[config.mk]
export PLATFORM = sky130hd
export DESIGN_NAME = gameover_banner_ctrl_flat
export DESIGN_NICKNAME = d
export VERILOG_FILES = /design/src/rtl/gameover_banner_ctrl_if.sv /design/src/rtl/gameover_banner_ctrl.sv /design/src/flat_wrapper.sv
export SDC_FILE = /design/constraint.sdc
export NUM_CORES = 1
export LEC_CHECK = 0
export ABC_CLOCK_PERIOD_IN_PS = 2300
export BUFFER_PORTS_ARGS = -buffer_cell sky130_fd_sc_hd__buf_2
export CORE_MARGIN = 3
export CORE_UTILIZATION = 50
export CTS_BUF_LIST = sky130_fd_sc_hd__clkbuf_4
export DETAILED_ROUTE_END_ITERATION = 8
export GPL_ROUTABILITY_DRIVEN = 0
export HOLD_SLACK_MARGIN = 0.06
export PLACE_DENSITY_LB_ADDON = 0.05
export SYNTH_ARGS = -nofsm -noshare
export SYNTH_HDL_FRONTEND = slang
export SYNTH_SLANG_ARGS = --single-unit
[constraint.sdc]
create_clock -name clk -period 2.3 [get_ports clk]
set_input_delay 0.345 -clock clk [delete_from_list [all_inputs] [get_ports clk]]
set_output_delay 0.345 -clock clk [all_outputs]
set_load 0.005 [all_outputs]
[src/rtl/gameover_banner_ctrl_if.sv]
// gameover_banner_ctrl_if: frame/pixel scan inputs and banner hit-test outputs
interface gameover_banner_ctrl_if;
   logic        startOfFrame;
   logic        gameOver;
   logic        restart;
   logic [10:0] pixelX;
   logic [10:0] pixelY;
   logic        InsideRectangle;
   logic [10:0] offsetX;
   logic [10:0] offsetY;
   logic        bannerActive;
   logic        bannerSettled;
   modport master (
      output startOfFrame, gameOver, restart, pixelX, pixelY,
      input  InsideRectangle, offsetX, offsetY, bannerActive, bannerSettled
   );
   modport slave (
      input  startOfFrame, gameOver, restart, pixelX, pixelY,
      output InsideRectangle, offsetX, offsetY, bannerActive, bannerSettled
   );
endinterface

[src/rtl/gameover_banner_ctrl.sv]
// gameover_banner_ctrl: slides the GAME OVER banner into place, blinks it, and hit-tests each pixel
module gameover_banner_ctrl #(
   parameter int BANNER_W     = 140,
   parameter int BANNER_H     = 24,
   parameter int TARGET_X     = 250,
   parameter int TARGET_Y     = 228,
   parameter int START_Y      = 0,
   parameter int SPEED        = 4,
   parameter int BLINK_FRAMES = 30
) (
   input logic                   clk,
   input logic                   resetN,
   gameover_banner_ctrl_if.slave bus
);
   typedef enum logic [1:0] {IDLE, SLIDE, SHOW} state_t;
   localparam int BW = (BLINK_FRAMES > 1) ? $clog2(BLINK_FRAMES) : 1;
   localparam logic [11:0] TX   = 12'(TARGET_X);
   localparam logic [11:0] TXE  = 12'(TARGET_X + BANNER_W);
   localparam logic [11:0] TY   = 12'(TARGET_Y);
   localparam logic [11:0] SP   = 12'(SPEED);
   localparam logic [11:0] BH   = 12'(BANNER_H);
   localparam logic [10:0] TX11 = 11'(TARGET_X);
   localparam logic [10:0] TY11 = 11'(TARGET_Y);
   localparam logic [10:0] SY11 = 11'(START_Y);
   localparam logic [BW-1:0] BL = BW'(BLINK_FRAMES - 1);
   state_t          state_q;
   logic [10:0]     top_y_q;
   logic            visible_q;
   logic [BW-1:0]   blink_q;
   logic            inside_q, active_q, settled_q;
   logic [10:0]     off_x_q, off_y_q;
   logic [11:0]     px_d, py_d, top_d, step_d;
   logic            hit_d;
   assign px_d   = {1'b0, bus.pixelX};
   assign py_d   = {1'b0, bus.pixelY};
   assign top_d  = {1'b0, top_y_q};
   // 12-bit sums so neither the slide step nor the bottom edge can wrap
   assign step_d = top_d + SP;
   assign hit_d  = visible_q && px_d >= TX && px_d < TXE && py_d >= top_d && py_d < top_d + BH;
   always_ff @(posedge clk or negedge resetN) begin
      if (!resetN) begin
         state_q   <= IDLE;
         top_y_q   <= SY11;
         visible_q <= 1'b0;
         blink_q   <= '0;
         inside_q  <= 1'b0;
         off_x_q   <= '0;
         off_y_q   <= '0;
         active_q  <= 1'b0;
         settled_q <= 1'b0;
      end else begin
         if (bus.restart) begin
            state_q   <= IDLE;
            top_y_q   <= SY11;
            visible_q <= 1'b0;
            blink_q   <= '0;
         end else begin
            case (state_q)
               IDLE: if (bus.gameOver) begin
                  state_q   <= SLIDE;
                  top_y_q   <= SY11;
                  visible_q <= 1'b1;
               end
               SLIDE: if (bus.startOfFrame) begin
                  if (step_d >= TY) begin
                     state_q   <= SHOW;
                     top_y_q   <= TY11;
                     blink_q   <= '0;
                     visible_q <= 1'b1;
                  end else top_y_q <= step_d[10:0];
               end
               SHOW: if (bus.startOfFrame) begin
                  if (blink_q == BL) begin
                     visible_q <= ~visible_q;
                     blink_q   <= '0;
                  end else blink_q <= blink_q + 1'b1;
               end
               default: state_q <= IDLE;
            endcase
         end
         inside_q  <= hit_d;
         off_x_q   <= hit_d ? bus.pixelX - TX11 : '0;
         off_y_q   <= hit_d ? bus.pixelY - top_y_q : '0;
         active_q  <= state_q != IDLE;
         settled_q <= state_q == SHOW;
      end
   end
   assign bus.InsideRectangle = inside_q;
   assign bus.offsetX         = off_x_q;
   assign bus.offsetY         = off_y_q;
   assign bus.bannerActive    = active_q;
   assign bus.bannerSettled   = settled_q;
endmodule

[src/flat_wrapper.sv]
// flat-port wrapper written by rule: the top's interface ports become plain ports
module gameover_banner_ctrl_flat 
#(
   parameter int BANNER_W     = 140,
   parameter int BANNER_H     = 24,
   parameter int TARGET_X     = 250,
   parameter int TARGET_Y     = 228,
   parameter int START_Y      = 0,
   parameter int SPEED        = 4,
   parameter int BLINK_FRAMES = 30
)
  (clk, resetN, bus_startOfFrame, bus_gameOver, bus_restart, bus_pixelX, bus_pixelY, bus_InsideRectangle, bus_offsetX, bus_offsetY, bus_bannerActive, bus_bannerSettled);
  gameover_banner_ctrl_if bus_i ();
  input logic clk;
  input logic resetN;
  input wire logic [$bits(bus_i.startOfFrame)-1:0] bus_startOfFrame;
  input wire logic [$bits(bus_i.gameOver)-1:0] bus_gameOver;
  input wire logic [$bits(bus_i.restart)-1:0] bus_restart;
  input wire logic [$bits(bus_i.pixelX)-1:0] bus_pixelX;
  input wire logic [$bits(bus_i.pixelY)-1:0] bus_pixelY;
  output wire logic [$bits(bus_i.InsideRectangle)-1:0] bus_InsideRectangle;
  output wire logic [$bits(bus_i.offsetX)-1:0] bus_offsetX;
  output wire logic [$bits(bus_i.offsetY)-1:0] bus_offsetY;
  output wire logic [$bits(bus_i.bannerActive)-1:0] bus_bannerActive;
  output wire logic [$bits(bus_i.bannerSettled)-1:0] bus_bannerSettled;
  assign bus_i.startOfFrame = bus_startOfFrame;
  assign bus_i.gameOver = bus_gameOver;
  assign bus_i.restart = bus_restart;
  assign bus_i.pixelX = bus_pixelX;
  assign bus_i.pixelY = bus_pixelY;
  assign bus_InsideRectangle = bus_i.InsideRectangle;
  assign bus_offsetX = bus_i.offsetX;
  assign bus_offsetY = bus_i.offsetY;
  assign bus_bannerActive = bus_i.bannerActive;
  assign bus_bannerSettled = bus_i.bannerSettled;
  gameover_banner_ctrl #(.BANNER_W(BANNER_W), .BANNER_H(BANNER_H), .TARGET_X(TARGET_X), .TARGET_Y(TARGET_Y), .START_Y(START_Y), .SPEED(SPEED), .BLINK_FRAMES(BLINK_FRAMES)) u_core (.clk(clk), .resetN(resetN), .bus(bus_i));
endmodule
Word level (Yosys, flattened, before mapping)

Cells that the tools add are included.

Bits in registers: 44
Bits of input ports: 27
Logic and storage cells: 67

Add/subtract/negate cells: 5
Order comparisons: 5
Equal/unequal tests: 9
Mux-type cells: 25
Bitwise gates (word level): 1
Reduce and logical (&&, ||, !) cells: 13

Operators with widths:

| kind                  | number |
|---|---|
| $mux 11               | 6 |
| $mux 5                | 5 |
| $pmux 11 s2           | 1 |
| $add 11x3->12 const B | 1 |
| $add 11x5->12 const B | 1 |
| $ge 12x8->1 const B   | 1 |
| $lt 11x12->1          | 1 |
| $ge 11x11->1          | 1 |
| $ge 11x8->1 const B   | 1 |
| $lt 11x9->1 const B   | 1 |
| $sub 11x11->11        | 1 |
| $sub 11x8->11 const B | 1 |
| $pmux 5 s2            | 1 |
| $ne 3x3->1 const B    | 3 |
| $mux 2                | 4 |
| $reduce_and 4->1      | 2 |
| $mux 1                | 6 |
| $ne 3x2->1 const B    | 2 |
| $pmux 2 s3            | 1 |
| $reduce_and 6->1      | 1 |
| $reduce_bool 3->1     | 2 |
| $add 5x1->5 const B   | 1 |
| $eq 5x5->1 const B    | 1 |
| $logic_and 1x1->1     | 4 |
| other kinds (9)       | 9 |

Logic depth before layout (Yosys ltp)

Gate-level depths: netlist of run 1.

Depth in word-level cells: 6
Gate-level depth with buffers: 12

Worst setup path before layout of run 1

OpenSTA, ideal clock, no wires.

Path type: flip-flop to flip-flop
From: register u_core.top_y_q[7]
To: register u_core.off_y_q[8] (netlist: u_core.bus.offsetY[8])
Setup time: 0.073 ns
Arrival: 2.356 ns
Data required time: 2.227 ns
Path slack: -0.129 ns
Cell stages (with the launch flop): 12
Period minus slack after synthesis: 2.429 ns
Cell sequence: dfrtp_1 -> clkbuf_2 -> inv_1 -> or3_1 -> nor3_1 -> xnor2_1 -> ha_1 -> and3_1 -> a221oi_2 -> o211ai_2 -> buf_6 -> nor2_1

Cells in the longest elaborated chain, start to end: 4
Elaborated cells between the ends (all ways): 7

RTL lines:

| item                                              | line                       | text |
|---|---|---|
| start: declaration                                | gameover_banner_ctrl.sv:27 | `logic [10:0] top_y_q;` |
| start signal: assignment                          | gameover_banner_ctrl.sv:70 | `end else top_y_q <= step_d[10:0];` |
| $add 11x5->12 or $ge 11x11->1 (tied branches)     | gameover_banner_ctrl.sv:39 | `assign hit_d = visible_q && px_d >= TX && px_d < TXE && py_d >= top_d && py_d < top_d + BH;` |
| $lt 11x12->1 or $logic_and 1x1->1 (tied branches) | gameover_banner_ctrl.sv:39 |  |
| $logic_and 1x1->1                                 | gameover_banner_ctrl.sv:39 |  |
| $mux 11 (*)                                       | gameover_banner_ctrl.sv:83 | `off_y_q <= hit_d ? bus.pixelY - top_y_q : '0;` |
| end signal: assignment                            | gameover_banner_ctrl.sv:83 |  |
| end: declaration                                  | gameover_banner_ctrl.sv:31 | `logic [10:0] off_x_q, off_y_q;` |

Every way passes the cells marked *; elsewhere a longest branch is shown, timed or not.
A chain may end at the register's enable or synchronous reset.

Final worst setup path of run 1

From: register u_core.top_y_q[4]
To: register u_core.off_y_q[10] (netlist: u_core.bus.offsetY[10])

The elaborated chain is that of the path after synthesis.

==> run_results.csv, run 1 <==
group,metric,value,unit
finish,diodes,0,
finish,filler_cell_count,434,
sta,drv_slew,0,
sta,whs,184,ps
clock_tree,clk_latency,350,ps
run,cap_viol_max_count,0,
drt,drtPass1Iterations,4,
power_and_ir_drop,power.total,1.51,mW
critical_path,crit_buf_inv,3,
drt,drc,0,
synthesis,syn-num-nets,358,
sta,setup_tns,-4760,ps
sta,fmax,396,MHz
synthesis,async_flop_share,1.00,
floorplan,die_w,80.9,um
critical_path,cp_max_fo,5,
global_routing,grt_max_degree,25,
synthesis,synth-edff-count,0,
clock_tree,cts_tree,"built",
drt,routed_wl,6760,um
critical_path,critical_path_arrival,2810,ps
finish,fin_nets,451,
clock_tree,cts_root_buf,"clkbuf_4",
sta,maxSlewHeadroom,0.666,
power_and_ir_drop,p_leak,1.77,nW
drt,drt_iter0_markers,101,
clock_tree,clk_pin_slew_worst_paths,130,ps
global_routing,grt_pass1_vias,2379,
power_and_ir_drop,power_density,412,nW/um^2
floorplan,fp-row-count,26,
finish,fin_cells,463,
floorplan,ios,52,
sta,worst_pin_slew,496,ps
finish,fin_util,0.695,
clock_tree,clock_sinks,42,
global_routing,grtUsageTotal,0.216,
synthesis,avgSynthCellArea,9.37,um^2
finish,drive_gt1_frac,0.372,
finish,area_growth,30.7,%
clock_tree,clk_path_buf_depth,2,
synthesis,yosysWarningCount,0,
global_routing,antenna_found_initial,0,
status,violations,"negative setup slack",
floorplan,core,5270,um^2
status,outcome,"finished with violations",
sta,setup_viol,35,
global_routing,grt_pass1_wl,11200,um
global_routing,overflow,0,
finish,multiInputGateArea,1750,um^2
critical_path,critical_path.cell_chain,"inv_2 -> ha_4 -> nor2_4 -> xnor2_2 -> ha_1 -> nand4_1 -> a21oi_1 -> a211o_1 -> a221oi_2 -> o211ai_2 -> buf_6 -> clkbuf_16 -> nor2_2",
power_and_ir_drop,ir_drop,0.234,mV
critical_path,crit_type,"flip-flop to flip-flop",
critical_path,crit_family,"compound AO/OA/AOI/OAI gates",
clock_tree,numCtsBuffers,5,
drt,wl_per_cell,14.6,um
finish,layout_commonest_cell,"buf_2",
floorplan,start_util,0.532,
finish,fin_area,3660,um^2
synthesis,ys_types,56,
critical_path,cp_slowest_stage_delay,430,ps
critical_path,cp.required,2590,ps
drt,vias,2532,
place,portBuffers,51,
synthesis,syn-instance-count,299,
critical_path,cp_slowest_cell,"dfrtp_1",
synthesis,synth.ff_latch_count,42,
place,postPlaceCellArea,3350,um^2
place,dp_cells,441,
place,hpwl,4820,um
sta,fin_skew,12.9,ps
sta,fin_crit_sh,1.10,
worst_hold_path,hp-class,"primary input to flip-flop",
synthesis,synth_area,2800,um^2
drt,via_per_inst,5.47,
critical_path,end_kind,"flip-flop",
sta,rsz0062_at_grt,"true",
finish,final_cell_mix,"buf_2 (51), dfrtp_1 (42), buf_4 (36)",
floorplan,die-area,6540,um^2
clock_tree,h-tree-depth,2,
finish,regArea,1050,um^2
floorplan,die_y,80.9,um
synthesis,synth-main-ff-cell,"dfrtp_1",
critical_path,startpoint_type,"flip-flop",
place,dpl_worst_slack,-176,ps
drt,final_antenna_net_count,0,
sta,post-route-min-period,2530,ps
synthesis,ys_seq_area_frac,0.375,
sta,final_hold_viol_count,0,
sta,setup_ws,-227,ps
-- what timing repair did --
item / 4_1_cts / 5_1_grt
endpoints found under the setup margin: 23 / 37
endpoints found under the hold margin: 18 / 0
setup buffers: 6 / 5
hold buffers: 1 / 0
gates resized for setup: 14 / 28
cloned: 1 / 1
pin swaps: 12 / 13
-- cells in the mapped netlist (2+ instances only) --
master,n,share of area
a211oi_1,2,0.0054
a21boi_0,3,0.0080
a21o_1,3,0.0080
a21oi_1,12,0.021
a31oi_1,4,0.0089
and2_1,4,0.0089
buf_6,2,0.0080
clkbuf_2,2,0.0036
conb_1,2,0.0027
dfrtp_1,42,0.38
ha_1,32,0.14
inv_1,26,0.035
mux2i_1,2,0.0071
nand2_1,13,0.017
nand2b_1,4,0.0089
nand3_1,7,0.013
nand4_1,8,0.018
nand4b_1,2,0.0063
nor2_1,36,0.048
nor2b_1,2,0.0045
nor3_1,8,0.014
nor3b_1,2,0.0054
nor4_1,2,0.0045
o2111ai_1,3,0.0094
o211ai_1,4,0.011
o21a_1,2,0.0054
o21ai_0,19,0.034
o22ai_1,2,0.0045
o2bb2ai_1,2,0.0063
or3_1,3,0.0067
xnor2_1,11,0.034
xor2_1,9,0.028
-- cell type report --
type / instances / share of cell area
clock inverter: 2 / 0.00239
clock buffer: 6 / 0.0123
timing repair buffer: 92 / 0.169
sequential: 42 / 0.287
multi-input combinational: 225 / 0.479
inverter: 26 / 0.0266
tap: 70 / 0.0239
-- worst paths after layout --
check                                              start                          endpoint  slack (ps)  cells after the start
setup / recovery           u_core.top_y_q[4]$_DFFE_PN0P_  u_core.bus.offsetY[10]$_DFF_PN0_        -230                     13
hold / removal                             bus_pixelX[1]   u_core.bus.offsetX[1]$_DFF_PN0_         180                      2
setup reg to reg           u_core.top_y_q[4]$_DFFE_PN0P_  u_core.bus.offsetY[10]$_DFF_PN0_        -230                     13
hold reg to reg            u_core.blink_q[0]$_DFFE_PN0P_     u_core.blink_q[0]$_DFFE_PN0P_         570                      1
max in group asynchronous                         resetN    u_core.top_y_q[10]$_DFFE_PN0P_        1190                      3
min in group asynchronous                         resetN   u_core.bus.offsetX[6]$_DFF_PN0_         450                      2
-- flip-flops by register name, indices dropped and copies added, names as in the netlist --
register	count
u_core.state_q	2
u_core.bus.InsideRectangle	1
u_core.blink_q	5
u_core.visible_q	1
u_core.bus.bannerActive	1
u_core.top_y_q	9
u_core.bus.bannerSettled	1
u_core.bus.offsetY	11
u_core.bus.offsetX	11
-- worst reg2reg max path, delay by kind of cell, from the launching register on --
kind	cells	cell delay [ps]
compound gates	4	770
fa+ha+maj	2	490
flops	1	430
buf+inv	3	380
simple gates	3	320
xor+xnor	1	70
-- layer usage --
layer	wire, um	GRT usage	vias up
li1	-	-	1239
met1	3030	0.291	1210
met2	3340	0.366	76
met3	341	0.0399	7
met4	49	0.0372	0
met5	0	0	-
-- cells by family (layout without fill, tap and decap cells) --
logic type	Yosys count	after routing	share of synthesized area
buffers and inverters	32	126	0.0505
multiplexers	2	2	0.00715
AND/OR/NAND/NOR	100	100	0.186
other	2	2	0.00268
AO/OA/AOI/OAI	69	69	0.173
XOR/XNOR	20	20	0.0625
adder cells (fa/ha/maj)	32	32	0.143
flip-flops	42	42	0.375
-- power by group --
part / leakage (nW) / internal, mW / total [mW] / switching (mW)
clock network: 0.0331 / 0.127 / 0.374 / 0.247
logic: 1.15 / 0.165 / 0.370 / 0.204
registers: 0.584 / 0.754 / 0.765 / 0.0103
Power figures use the tool's default switching activity.
==> run 2, diff against run 1 <==
CORE_UTILIZATION = 52   (was 50)
==> run_results.csv, run 2 (same netlist as run 1, synthesis figures left out) <==
group,metric,value,unit
critical_path,reg2reg_to,"u_core.bus.offsetX[0]$_DFF_PN0_",
sta,fin_skew,10.0,ps
clock_tree,clk_path_buf_depth,2,
status,violations,"negative setup slack",
critical_path,crit_path_start,"u_core.top_y_q[3]$_DFFE_PN0P_",
place,dpl_worst_slack,-163,ps
critical_path,crit_type,"flip-flop to flip-flop",
drt,via_per_inst,5.38,
sta,fmax,407,MHz
sta,rsz0062_at_grt,"true",
place,portBuffers,51,
finish,diodes,0,
finish,fin_nets,444,
power_and_ir_drop,p_leak,1.73,nW
finish,drive_gt1_frac,0.360,
sta,drv_slew,0,
floorplan,fp-row-count,26,
power_and_ir_drop,ir_drop,0.245,mV
floorplan,die-area,6300,um^2
global_routing,grt_pass1_vias,2467,
clock_tree,h-tree-depth,2,
status,outcome,"finished with violations",
place,hpwl,4930,um
sta,setup_ws,-155,ps
run,cap_viol_max_count,0,
drt,drt_iter0_markers,83,
clock_tree,clk_latency,350,ps
sta,whs,211,ps
finish,multiInputGateArea,1790,um^2
power_and_ir_drop,power_density,410,nW/um^2
finish,layout_commonest_cell,"buf_2",
finish,fin_area,3660,um^2
sta,final_hold_viol_count,0,
drt,vias,2454,
global_routing,overflow,0,
drt,drc,0,
place,dp_cells,440,
place,postPlaceCellArea,3340,um^2
finish,fin_cells,456,
critical_path,r2r_cells,12,
floorplan,die_w,79.4,um
critical_path,critical_path_arrival,2740,ps
global_routing,grtUsageTotal,0.223,
clock_tree,cts_root_buf,"clkbuf_4",
drt,wl_per_cell,14.3,um
critical_path,rrSetupSlack,-150,ps
clock_tree,numCtsBuffers,5,
critical_path,cp.required,2590,ps
global_routing,grt_pass1_wl,11300,um
drt,final_antenna_net_count,0,
finish,filler_cell_count,405,
sta,fin_crit_sh,1.07,
clock_tree,cts_tree,"built",
power_and_ir_drop,power.total,1.50,mW
global_routing,grt_max_degree,29,
finish,final_cell_mix,"buf_2 (51), dfrtp_1 (42), ha_1 (29), buf_4 (29), nor2_1 (23)",
global_routing,antenna_found_initial,0,
finish,area_growth,30.5,%
sta,post-route-min-period,2450,ps
critical_path,r2r_start,"u_core.top_y_q[3]$_DFFE_PN0P_",
finish,regArea,1050,um^2
critical_path,timing.critical_path.to,"u_core.bus.offsetX[0]$_DFF_PN0_",
floorplan,ios,52,
drt,drtPass1Iterations,4,
critical_path,startpoint_type,"flip-flop",
drt,routed_wl,6510,um
sta,setup_viol,23,
floorplan,start_util,0.542,
floorplan,die_y,79.4,um
floorplan,core,5170,um^2
clock_tree,clock_sinks,42,
worst_hold_path,hp-class,"primary input to flip-flop",
critical_path,end_kind,"flip-flop",
critical_path,cp_max_fo,5,
clock_tree,clk_pin_slew_worst_paths,130,ps
-- run 2: changes by cell type in the layout (fill, tap and decap cells not counted), sizes merged --
| cell | change |
|---|---|
| clkinv | +1 |
| inv | -1 |
| buf | -7 |
-- run 2: report_power, final --
| group | internal, mW | switching (mW) | total [mW] |
|---|---|---|---|
| Clock | 0.127 | 0.236 | 0.363 |
| Sequential | 0.754 | 0.00872 | 0.763 |
| Combinational | 0.164 | 0.208 | 0.372 |
| Total | 1.05 | 0.452 | 1.50 |
-- run 2: worst min path at each step --
stage | depth (start not counted) | to | start | slack (ps)
after global placement | 1 | u_core.bus.offsetX[0]$_DFF_PN0_ | resetN | 260
final | 2 | u_core.state_q[0]$_DFFE_PN0P_ | bus_restart | 210
after detailed placement | 1 | u_core.bus.offsetX[0]$_DFF_PN0_ | resetN | 260
after global routing | 2 | u_core.state_q[0]$_DFFE_PN0P_ | bus_restart | 200
after floorplan | 0 | u_core.blink_q[0]$_DFFE_PN0P_ | resetN | 50
after CTS | 2 | u_core.bus.offsetX[1]$_DFF_PN0_ | bus_pixelX[1] | 200
-- run 2: through the flow --
stage / setup TNS, ps / utilization
4_1_cts: -2530 / 0.680
3_5_place_dp: -1520 / 0.645
6_report: -2290 / 0.707
3_3_place_gp: -135 / 0.645
5_1_grt: -6070 / 0.707
2_1_floorplan: 0 / -
-- run 2: final cells by class --
cell class                 count  area share
clock buffer                   6      0.0123
sequential                    42       0.287
tap                           70      0.0240
inverter                      26      0.0281
multi-input combinational    225       0.491
clock inverter                 2     0.00240
timing repair buffer          85       0.155
-- run 2: layer usage --
layer | GRT usage | part of all wire | vias to the layer above | wire (um)
met1 | 0.296 | 0.45 | 1167 | 2910
met4 | 0.0636 | 0.0072 | 0 | 47
li1 | - | - | 1225 | -
met2 | 0.380 | 0.50 | 58 | 3280
met5 | 0 | 0 | - | 0
met3 | 0.0293 | 0.042 | 4 | 271
-- run 2: timing repair --
item | CTS | global route
cloned | 1 | 1
gates resized for setup | 14 | 30
buffers inserted | 3 | 2
pin swaps | 13 | 8
hold endpoints to repair | 14 | 0
hold buffers | 1 | 0
endpoints found under the setup margin | 24 | 37
-- run 2: worst max-delay path: stages, from the launching register on --
cell and delay [ps]:
dfrtp_1 420, inv_2 70, ha_4 170, nor2_4 100, nand3_1 150, xnor2_1 170
ha_1 300, a21o_1 170, a221oi_2 290, o211ai_2 150, buf_6 170, clkbuf_16 160
nor2_2 70
==> run 3, diff against run 2 <==
ABC_CLOCK_PERIOD_IN_PS = 2550   (was 2300)
CORE_UTILIZATION = 58   (was 52)
clock period = 2.55 ns   (was 2.3 ns; I/O delays follow)
==> run_results.csv, run 3 (same netlist as run 1, synthesis figures left out) <==
group,metric,value,unit
sta,post-route-min-period,2490,ps
sta,setup_viol,0,
sta,final_hold_viol_count,0,
power_and_ir_drop,p_clk_frac,0.302,
floorplan,die-area,5700,um^2
power_and_ir_drop,power_density,423,nW/um^2
worst_hold_path,hp-class,"primary input to asynchronous set/reset pin",
clock_tree,clk_path_buf_depth,2,
clock_tree,postCtsHoldBufs,0,
sta,rsz0062_at_grt,"true",
sta,fin_crit_sh,0.976,
sta,worst_pin_slew,935,ps
clock_tree,clk_pin_slew_worst_paths,130,ps
clock_tree,clk_latency,360,ps
floorplan,start_util,0.622,
place,dp_cells,409,
status,outcome,"finished clean",
place,dpl_worst_slack,-44.5,ps
critical_path,crit_family,"compound AO/OA/AOI/OAI gates",
critical_path,startpoint_type,"flip-flop",
finish,diodes,0,
power_and_ir_drop,ir_drop,0.283,mV
clock_tree,h-tree-depth,2,
power_and_ir_drop,power_switching,0.415,mW
sta,setup_ws,62.0,ps
global_routing,grt_max_degree,43,
critical_path,crit_type,"flip-flop to flip-flop",
clock_tree,cts_tree,"built",
drt,final_antenna_net_count,0,
sta,whs,148,ps
floorplan,ios,52,
power_and_ir_drop,switching_share,0.289,
critical_path,crit_buf_inv,2,
critical_path,cp_slowest_cell,"dfrtp_1",
critical_path,cp_slowest_stage_delay,430,ps
sta,fin_skew,11.2,ps
place,portBuffers,51,
drt,drc,0,
floorplan,die_w,75.5,um
power_and_ir_drop,internal_power,1.02,mW
clock_tree,numCtsBuffers,5,
power_and_ir_drop,p_seq_frac,0.480,
run,cap_viol_max_count,0,
floorplan,fp-row-count,24,
finish,drive_gt1_frac,0.270,
finish,fin_cells,423,
drt,via_per_inst,5.71,
sta,setup_tns,0,ps
drt,vias,2414,
drt,drt_iter0_markers,89,
floorplan,core,4500,um^2
global_routing,grt_pass1_wl,9980,um
finish,area_growth,21.4,%
global_routing,overflow,0,
floorplan,die_y,75.5,um
power_and_ir_drop,pwr-share-comb,0.219,
drt,wl_per_cell,14.9,um
power_and_ir_drop,p_leak,1.66,nW
finish,final_cell_mix,"buf_2 (51), dfrtp_1 (42), nor2_1 (35)",
drt,drtPass1Iterations,4,
global_routing,grtUsageTotal,0.228,
drt,routed_wl,6300,um
global_routing,antenna_found_initial,0,
sta,fmax,402,MHz
critical_path,critical_path.cell_chain,"o21ai_1 -> buf_4 -> xnor2_1 -> ha_1 -> o21ai_0 -> nor2_1 -> a211o_1 -> a221oi_2 -> o211ai_2 -> buf_12 -> nor3b_4",
clock_tree,clock_sinks,42,
critical_path,critical_path_arrival,2770,ps
critical_path,cp_max_fo,23,
finish,fin_nets,429,
critical_path,cp.required,2830,ps
sta,maxSlewHeadroom,0.377,
global_routing,grt_pass1_vias,2186,
critical_path,end_kind,"flip-flop",
place,hpwl,4730,um
finish,fin_util,0.755,
finish,layout_commonest_cell,"buf_2",
clock_tree,cts_root_buf,"clkbuf_4",
sta,drv_slew,0,
==> run 3: worst paths after layout <==
| check | start | end | slack, ps | cells past startpoint |
|---|---|---|---|---|
| max | u_core.top_y_q[4]$_DFFE_PN0P_ | u_core.bus.offsetY[9]$_DFF_PN0_ | 60 | 11 |
| min | resetN | u_core.bus.offsetX[7]$_DFF_PN0_ | 150 | 1 |
| max reg2reg | u_core.top_y_q[4]$_DFFE_PN0P_ | u_core.bus.offsetY[9]$_DFF_PN0_ | 60 | 11 |
| min reg2reg | u_core.blink_q[4]$_DFFE_PN0P_ | u_core.blink_q[4]$_DFFE_PN0P_ | 570 | 2 |
| max in group asynchronous | resetN | u_core.bus.offsetY[2]$_DFF_PN0_ | 1820 | 1 |
| min in group clk | bus_pixelX[1] | u_core.bus.offsetX[1]$_DFF_PN0_ | 220 | 2 |
==> run 3: metrics by stage <==
stage                     total power [mW]  area, um^2
after floorplan                      0.889        2800
after global placement               0.982        3190
after detailed placement             0.989        3190
after CTS                             1.42        3300
after global routing                  1.51        3400
final                                 1.44        3400
==> run 3: cell type report <==
type	count	area, um^2
Inverter	26	97.6
Sequential cell	42	1050
Multi-Input combinational cell	225	1700
Clock buffer	5	37.5
Fill cell	344	1100
Tap cell	52	65.1
Clock inverter	3	40.0
Timing Repair Buffer	70	410
==> run 3: worst register-to-register path, delay by kind of cell, from the launching register on <==
kind	cells	cell delay, ps
adders and majority gates	1	270
AOI/OAI and AO/OA	5	1040
and+or+nand+nor	2	240
DFF	1	430
xor gates and xnor gates	1	120
buffers and inverters	2	320
==> run 3: power groups by stage <==
stage                     Combinational (mW)  Sequential [mW]  Clock, mW
after floorplan                        0.187            0.702          0
after global placement                 0.281            0.702          0
after detailed placement               0.287            0.702          0
after CTS                              0.291            0.689      0.435
after global routing                   0.351            0.692      0.466
final                                  0.314            0.689      0.433
==> run 3: what timing repair did <==
action / in CTS / in global routing
resized for setup: 7 / 10
cloned: 0 / 0
buffers inserted: 1 / 5
pin swaps: 3 / 4
setup endpoints to repair: 3 / 31
==> run 3: routing by layer <==
| metal | vias up | part of all wire | track usage | wire [um] |
|---|---|---|---|---|
| li1 | 1198 | - | - | - |
| met5 | - | 0 | 0 | 0 |
| met4 | 0 | 0.015 | 0.0583 | 95 |
| met2 | 69 | 0.50 | 0.398 | 3120 |
| met3 | 9 | 0.047 | 0.0422 | 296 |
| met1 | 1138 | 0.44 | 0.290 | 2790 |
